`config.mk`:
```
export PLATFORM = sky130hd
export DESIGN_NAME = cache_fill_fsm
export DESIGN_NICKNAME = d
export VERILOG_FILES = /design/src/rtl/cache_pkg.sv /design/src/rtl/fill_word_counter.sv /design/src/rtl/cache_fill_fsm.sv
export SDC_FILE = /design/constraint.sdc
export NUM_CORES = 1
export LEC_CHECK = 0
export ABC_CLOCK_PERIOD_IN_PS = 2100
export BUFFER_PORTS_ARGS = -buffer_cell sky130_fd_sc_hd__buf_2
export CAP_MARGIN = 15
export CORE_MARGIN = 2
export CORE_UTILIZATION = 41
export CTS_BUF_LIST = sky130_fd_sc_hd__clkbuf_4
export DETAILED_ROUTE_END_ITERATION = 10
export PLACE_DENSITY_LB_ADDON = 0.05
export SLEW_MARGIN = 20
export SYNTH_ARGS = -nofsm -noshare
export SYNTH_HDL_FRONTEND = slang
export SYNTH_SLANG_ARGS = --single-unit
```
`constraint.sdc`:
```
create_clock -name clk -period 2.1 [get_ports clk]
set_clock_uncertainty 0.2 [all_clocks]
set_input_delay 0.21 -clock clk [delete_from_list [all_inputs] [get_ports clk]]
set_output_delay 0.21 -clock clk [all_outputs]
set_load 0.05 [all_outputs]
```
`src/rtl/cache_pkg.sv`:
```
// Shared types and constants for the cache miss-fill controller.
package cache_pkg;

  localparam int WORDS_PER_BLOCK     = 8;
  localparam int MEM_LATENCY_DEFAULT = 4;

  typedef enum logic {
    IDLE = 1'b0,
    FILL = 1'b1
  } fill_state_t;

  // Tag-array entry: six tag bits, valid set, LRU left for the cache to manage.
  function automatic logic [7:0] pack_tag(input logic [15:0] addr);
    return {addr[15:10], 1'b1, 1'b0};
  endfunction

endpackage

```
`src/rtl/fill_word_counter.sv`:
```
// Three-bit word counter with synchronous clear, count enable and a sticky
// done flag that sets when the count wraps past 7.
module fill_word_counter (
  input  logic       clk,
  input  logic       rst,
  input  logic       clr,
  input  logic       en,
  output logic [2:0] cnt,
  output logic       done
);

  always_ff @(posedge clk or posedge rst) begin
    if (rst) begin
      cnt  <= 3'd0;
      done <= 1'b0;
    end else if (clr) begin
      cnt  <= 3'd0;
      done <= 1'b0;
    end else if (en) begin
      cnt <= cnt + 3'd1;
      if (cnt == 3'd7) done <= 1'b1;
    end
  end

endmodule

```
`src/rtl/cache_fill_fsm.sv`:
```
// Cache miss-fill controller: fetches an 8-word block and installs data and tag.
// Optional build macro CACHE_CRITICAL_WORD_FIRST_EN starts the fill at the missed word.
module cache_fill_fsm
  import cache_pkg::*;
#(
  parameter int MEM_LATENCY = MEM_LATENCY_DEFAULT
) (
  input  logic        clk,
  input  logic        rst,
  input  logic        miss_detected,
  input  logic [15:0] miss_address,
  input  logic [15:0] memory_data,
  input  logic        memory_data_valid,
  output logic        fsm_busy,
  output logic        memory_read,
  output logic [15:0] memory_address,
  output logic        write_data_array,
  output logic [15:0] cache_addr,
  output logic [15:0] cache_data_in,
  output logic        write_tag_array,
  output logic [7:0]  tag_out
);

  if (MEM_LATENCY < 1) begin : g_bad_latency
    $error("cache_fill_fsm: MEM_LATENCY must be at least 1");
  end

  fill_state_t state, state_next;
  logic [11:0] blk_addr;
  logic [2:0]  start_word;
  logic [2:0]  issue_cnt, recv_cnt;
  logic        issue_done, recv_done;
  logic        miss_take;
  logic        issue_en, recv_en;
  logic [2:0]  issue_word, recv_word;

  assign miss_take  = (state == IDLE) && miss_detected;
  assign issue_en   = (state == FILL) && !issue_done;
  assign recv_en    = (state == FILL) && memory_data_valid;
  assign issue_word = start_word + issue_cnt;
  assign recv_word  = start_word + recv_cnt;

  fill_word_counter u_issue_cnt (
    .clk  (clk),
    .rst  (rst),
    .clr  (miss_take),
    .en   (issue_en),
    .cnt  (issue_cnt),
    .done (issue_done)
  );

  fill_word_counter u_recv_cnt (
    .clk  (clk),
    .rst  (rst),
    .clr  (miss_take),
    .en   (recv_en),
    .cnt  (recv_cnt),
    .done (recv_done)
  );

  // The block completes on the 8th returned word, so the receive done flag is informational.
  logic unused_bits;
  assign unused_bits = ^{recv_done, miss_address[3:0]};

  always_ff @(posedge clk or posedge rst) begin
    if (rst) begin
      state      <= IDLE;
      blk_addr   <= 12'h000;
      start_word <= 3'd0;
    end else begin
      state <= state_next;
      if (miss_take) begin
        blk_addr <= miss_address[15:4];
`ifdef CACHE_CRITICAL_WORD_FIRST_EN
        start_word <= miss_address[3:1];
`else
        start_word <= 3'd0;
`endif
      end
    end
  end

  always_comb begin
    state_next       = state;
    fsm_busy         = 1'b0;
    memory_read      = 1'b0;
    memory_address   = 16'h0000;
    write_data_array = 1'b0;
    cache_addr       = 16'h0000;
    cache_data_in    = 16'h0000;
    write_tag_array  = 1'b0;
    tag_out          = 8'h00;
    case (state)
      IDLE: begin
        if (miss_detected) state_next = FILL;
      end
      FILL: begin
        fsm_busy      = 1'b1;
        cache_addr    = {blk_addr, recv_word, 1'b0};
        cache_data_in = memory_data;
        tag_out       = pack_tag({blk_addr, 4'h0});
        if (!issue_done) begin
          memory_read    = 1'b1;
          memory_address = {blk_addr, issue_word, 1'b0};
        end
        if (memory_data_valid) begin
          write_data_array = 1'b1;
          // Tag goes in alongside the last data word so the line becomes valid atomically.
          if (recv_cnt == 3'd7) begin
            write_tag_array = 1'b1;
            state_next      = IDLE;
          end
        end
      end
      default: state_next = IDLE;
    endcase
  end

endmodule

```
==> impl_results.md, run 1 <==
- Status: finished clean
- PortBufs: 88
- Root Driver: clkbuf_4
- Total CTS buffers: 3
- Antenna viol nets, final: 0
- Slew @ Worst Pin: 0.7858 ns
- Period minus WS final: 1.982 ns
- Worst-path clk slew: 0.11 ns
- Initial antenna violation count: 0
- CP Cell Sequence: buf_4, and3_1, buf_2
- Die area: 3487 µm²
- Clock Tree Buf Depth: 2
- Hold Vio Cnt, Final: 0
- Number of synthesized flops with an enable pin: 0
- Max Cap Viol: 0
- Multi-input gate area: around 650 µm²
- DIE HEIGHT: slightly below 60 µm
- Post-synthesis sequential element count: 20
- Placer Congestion: 0.7012
- Vias: 1142
- Largest net degree at the start of global routing: 37
- Max Fanout on Critical Path: 36
- Delay-heaviest family, CP: buffers and inverters
- Number of remaining DRC errors: 0
- Setup crit end kind: output pin
- H-tree Lvls: 1
- Final core utilization: 0.6387
- Clk Latency, worst-skew pair: 0.29 ns
- Vias in the first global route: 1029
- Ant. Diodes: 0
- Seq. cell area: 501.7 µm²
- CP startpoint kind: register
- Row cnt: 19
- Count leader, synth: and2_1
- Filler instances: between 200 and 250
- Fmax: about 500 MHz
- Final worst path period share: 0.9438
- GR Util All Layers: 0.1664
- Syn Area/Cell: between 10 and 15 µm²
- Crit path largest cell delay: 0.48 ns
- Synth cell count leaders: 47 x and2_1, 20 x dfrtp_1, 14 x mux2_2
- Max-slew violations: 0
- Setup_tns: 0 ns
- Vias per cell: 4.680
- 1st-pass router iterations: 4
- CTS tree: yes
- Final setup violating endpoints: 0
- Layout area overhead: 45.42%
- Core area: about 2800 µm²
- Synth top area share: 0.4028
- Die X: 59.05 µm
- Final #Nets: 254
- Crit path buffers/inverters: 2
- Initial Utilization: 0.4392
- Slowest CP cell: dfrtp_2
- Sequential-to-total area share from yosys stat: 0.4028
- Synth Warn #: 0
- CP required: roughly 1.7 ns
- CP arrival: 1.57 ns
- Netlist cell types: 20
- Drt first-iter violations: 12
- Top FF cell, synth: dfrtp_1
- Clock sink count: 20
- DR WL/cell: 12.14 µm
- Syn Std Cell Area: around 1200 µm²
- Ratio of cells with drive above 1 in the final layout: 0.5446
- Top post-synthesis cells by area: dfrtp_1 40%, and2_1 24%, mux2_2 13%, buf_4 6.6%, a22o_1 4.2%
- # IOs: 96
- Gr ovfl total: 0
- Rel. slew slack: 0.4755
- Top cell type by total area after synthesis: dfrtp_1
- First-pass GRT wire length: 4.429 mm
- Mapped Cells: 120
- Critical path class: register to output pin
- HP Class: input port to register
- Ys async rst share: 1.000
- Post-CTS Setup Repair Bufs: 0
- Routed WL: 2.963 mm
- Unrepaired setup endpoints after global routing: no
==> flip-flops by register name, indices dropped and copies added, names as in the netlist <==
name / flops
state: 1
u_issue_cnt.cnt: 3
blk_addr: 12
u_issue_cnt.done: 1
u_recv_cnt.cnt: 3
==> cells in the final DEF, fill, tap and decap left out, drive strengths merged, types with 3 or more instances in the layout <==
cell type	n
mux2	14
and2	47
dfrtp	20
ha	4
dlygate4sd3	13
clkbuf	4
buf	90
a22o	6
conb	3
nor2	3
==> cell type report <==
cell class,count,area share
clock buffers,4,0.01662
inverters,1,0.002078
multi-input cells,85,0.3580
flip-flops and latches,20,0.2777
well taps,31,0.02147
repair buffers,103,0.3241
==> tightest hold or removal path, cell delays in order <==
cell and delay (ns):
buf_2 0.10, nor2_1 0.10, nor2_1 0.12
==> stage by stage <==
stage / hold WS (ns) / cells / area (µm²) / worst slack [ns]
global placement: 0.1780 / 227 / 1645 / 0.3221
CTS: 0.06376 / 244 / 1807 / 0.08922
finish: 0.06415 / 244 / 1807 / 0.1180
global route: 0.07113 / 244 / 1807 / 0.01258
floorplan: -0.02624 / 122 / 1257 / 0.08415
detailed placement: 0.1929 / 227 / 1645 / 0.3141
==> logic make-up after synthesis <==
group | count (synthesis) | share of synthesized area
adders and majority gates | 4 | 0.04028
other | 1 | 0.003018
DFF | 20 | 0.4028
buffers and inverters | 17 | 0.08862
and+or+nand+nor | 53 | 0.2639
xor gates and xnor gates | 2 | 0.01410
AOI/OAI and AO/OA | 8 | 0.05236
muxes | 15 | 0.1349
==> final timing paths <==
| path | slack (ns) | cells past startpoint | startpoint | endpoint |
|---|---|---|---|---|
| max | 0.12 | 3 | state | write_tag_array |
| min | 0.06 | 3 | miss_detected | state |
| max reg2reg | 0.49 | 4 | state | u_issue_cnt.cnt[2] |
| min reg2reg | 0.32 | 1 | blk_addr[4] | blk_addr[4] |
| max in group asynchronous | 0.77 | 3 | rst | state |
| min in group asynchronous | 0.40 | 3 | rst | blk_addr[0] |
==> metal layers <==
metal / vias to the layer above / share of wire / track usage
li1: 562 / - / -
met1: 523 / 0.40 / 0.1899
met2: 55 / 0.52 / 0.3254
met3: 2 / 0.069 / 0.01965
met4: 0 / 0.0054 / 0.03896
met5: - / 0 / 0
==> repair_timing <==
item                                   in CTS  in global routing
setup endpoints to repair                  15                  0
endpoints found under the hold margin      32                  0
hold buffers                               13                  0
gates resized for setup                     1                  0
Power of run 1 is left out: the tool's default activity adds up to more than one toggle a clock period on the data nets, which glitch-free logic cannot reach.
==> inputs of run 2 (changes only) <==
--- a/config.mk
+++ b/config.mk
@@ -10,7 +10,7 @@
 export CAP_MARGIN = 15
 export CORE_MARGIN = 2
 export CORE_UTILIZATION = 41
-export CTS_BUF_LIST = sky130_fd_sc_hd__clkbuf_4
+export CTS_BUF_LIST = sky130_fd_sc_hd__clkbuf_8
 export DETAILED_ROUTE_END_ITERATION = 10
 export PLACE_DENSITY_LB_ADDON = 0.05
 export SLEW_MARGIN = 20
==> run 2 against run 1 <==
  * Hold slack got worse by 0.056 ns
  * Setup slack improved by 0.053 ns
  * Sequential share of layout area fell by 0.077 points
  * Core utilization rose by 0.18 points
  * Global-route usage rose by 0.18 points
  * Non-clock buffer count fell by 1
  * Final area rose by 0.28%
  * Final cell count fell by 0.41%
  * Count of clock-buffer cells in the layout fell by 1
  * Fmax rose by 2.7%
  * Highest routed layer unchanged
==> impl_results.md, run 2 (synthesized netlist as in run 1, its figures left out) <==
- DIE HEIGHT: 59.05 µm (unchanged)
- RR Startpoint: state
- Vias in the first global route: 1034 (+0.49%)
- Seq. cell area: 501.7 µm² (unchanged)
- 1st-pass router iterations: 4 (unchanged)
- Setup crit end kind: output pin
- Critical path class: register to output pin
- Gr ovfl total: 0 (unchanged)
- Ratio of cells with drive above 1 in the final layout: 0.5425 (-0.002148)
- Most frequent cells in the layout: 88 x buf_2, 42 x and2_1, 19 x dfrtp_1, 14 x mux2_2, 12 x dlygate4sd3_1
- Routed WL: 3.015 mm (+1.8%)
- Multi-input gate area: 646.9 µm² (unchanged)
- CP startpoint kind: register
- Worst Hold Depth: 2 (-1)
- Commonest non-fill, non-tap cell in the layout: buf_2
- Die X: 59.05 µm (unchanged)
- Clock Tree Buf Depth: 2 (unchanged)
- CTS tree: yes
- Largest register FFs: 12 (unchanged)
- Number of remaining DRC errors: 0 (unchanged)
- Vias: 1139 (-0.26%)
- Antenna viol nets, final: 0 (unchanged)
- Final worst path period share: 0.9187 (-0.02505)
- Final #Nets: 253 (-0.39%)
- Hold Vio Cnt, Final: 0 (unchanged)
- Setup_tns: 0 ns (unchanged)
- H-tree Lvls: 1 (unchanged)
- CP required: 1.69 ns (about the same)
- Period minus WS final: 1.929 ns (-0.05260 ns)
- Place WS: 0.3141 ns (unchanged)
- Worst-path clk slew: 0.07 ns (-0.04 ns)
- Initial Utilization: 0.4392 (unchanged)
- Status: finished clean
- Core area: 2829 µm² (unchanged)
- Cell Area, Placed: 1645 µm² (unchanged)
- Row cnt: 19 (unchanged)
- Clock sink count: 20 (unchanged)
- DR WL/cell: 12.41 µm (+2.2%)
- Filler instances: 242 (+0.83%)
- Root Driver: clkbuf_8
- Final Cell Area: 1812 µm² (+0.28%)
- Slew @ Worst Pin: 0.7846 ns (-0.001183 ns)
- Initial antenna violation count: 0 (unchanged)
- Max-slew violations: 0 (unchanged)
- Die area: 3487 µm² (unchanged)
- Layout area overhead: 45.82%
- Unrepaired setup endpoints after global routing: no
- Final WS setup: 0.1706 ns (+0.05260 ns)
- Ant. Diodes: 0 (unchanged)
- Top Registers: blk_addr: 12 flops, u_issue_cnt.cnt: 3 flops, u_recv_cnt.cnt: 3 flops
- Critical Path Start: state
- First-pass GRT wire length: 4.443 mm (+0.32%)
- CP arrival: 1.52 ns (-0.05 ns)
- # IOs: 96 (unchanged)
- PortBufs: 88 (unchanged)
- Rel. slew slack: 0.4763 (+0.0007890)
- Max Fanout on Critical Path: 36 (unchanged)
- Max Cap Viol: 0 (unchanged)
- R2R cell count: 4 (unchanged)
- GR Util All Layers: 0.1683 (+0.001839)
- Clk Latency, worst-skew pair: 0.25 ns (-0.04 ns)
- Total CTS buffers: 3 (unchanged)
- Hold Startpoint: miss_address[7]
- R2R Setup Slk: 0.49 ns (about the same)
- Vias per cell: 4.687 (+0.15%)
- Final core utilization: 0.6404 (+0.001770)
- Largest net degree at the start of global routing: 37 (unchanged)
- Placer Congestion: 0.7012 (unchanged)
- Final setup violating endpoints: 0 (unchanged)
- Biggest register: blk_addr
- HP Class: input port to register
- Drt first-iter violations: 18 (+6)
- Fmax: 518.3 MHz (+2.7%)
-- run 2: cell count changes in the layout (fill, tap and decap cells not counted), sizes merged --
| cell | previous run | this run |
|---|---|---|
| dlygate4sd3 | 13 | 12 |
| inv | 1 | 2 |
| clkbuf | 4 | 3 |
-- run 2: worst max-delay path, cell delays in order (launching register included) --
cell     delay, ns
dfrtp_2       0.46
buf_4         0.31
and3_1        0.23
buf_2         0.27
-- run 2: cell type report --
type | count | area share
inverters | 1 | 0.002072
repair buffers | 102 | 0.3177
multi-input cells | 85 | 0.3570
flip-flops and latches | 20 | 0.2769
clock buffers | 3 | 0.02279
well taps | 31 | 0.02141
clock inverters | 1 | 0.002072
-- run 2: what timing repair did --
item / in CTS / in global routing
setup endpoints to repair: 0 / 15
hold endpoints to repair: 31 / 0
resized for setup: 0 / 1
buffers inserted: 0 / 0
hold buffers: 12 / 0
-- run 2: metrics by stage --
stage	hold WS (ns)	std cells
finish	0.007718	243
CTS	0.006253	243
detailed placement	0.1929	227
global route	0.003987	243
global placement	0.1780	227
floorplan	-0.02624	122
-- run 2: per-layer routing --
metal | wire length [µm] | part of all wire | vias to the layer above | global-route usage
li1 | - | - | 560 | -
met1 | 1230 | 0.41 | 518 | 0.1913
met2 | 1552 | 0.51 | 57 | 0.3254
met3 | 204 | 0.068 | 4 | 0.01965
met4 | 27 | 0.0090 | 0 | 0.04870
met5 | 0 | 0 | - | 0
-- run 2: final timing paths --
kind                                      end
max                           write_tag_array
min                               blk_addr[3]
max reg2reg                u_issue_cnt.cnt[2]
min reg2reg                       blk_addr[4]
max in group asynchronous               state
min in group asynchronous  u_issue_cnt.cnt[1]
Power of run 2 is left out for the same reason.
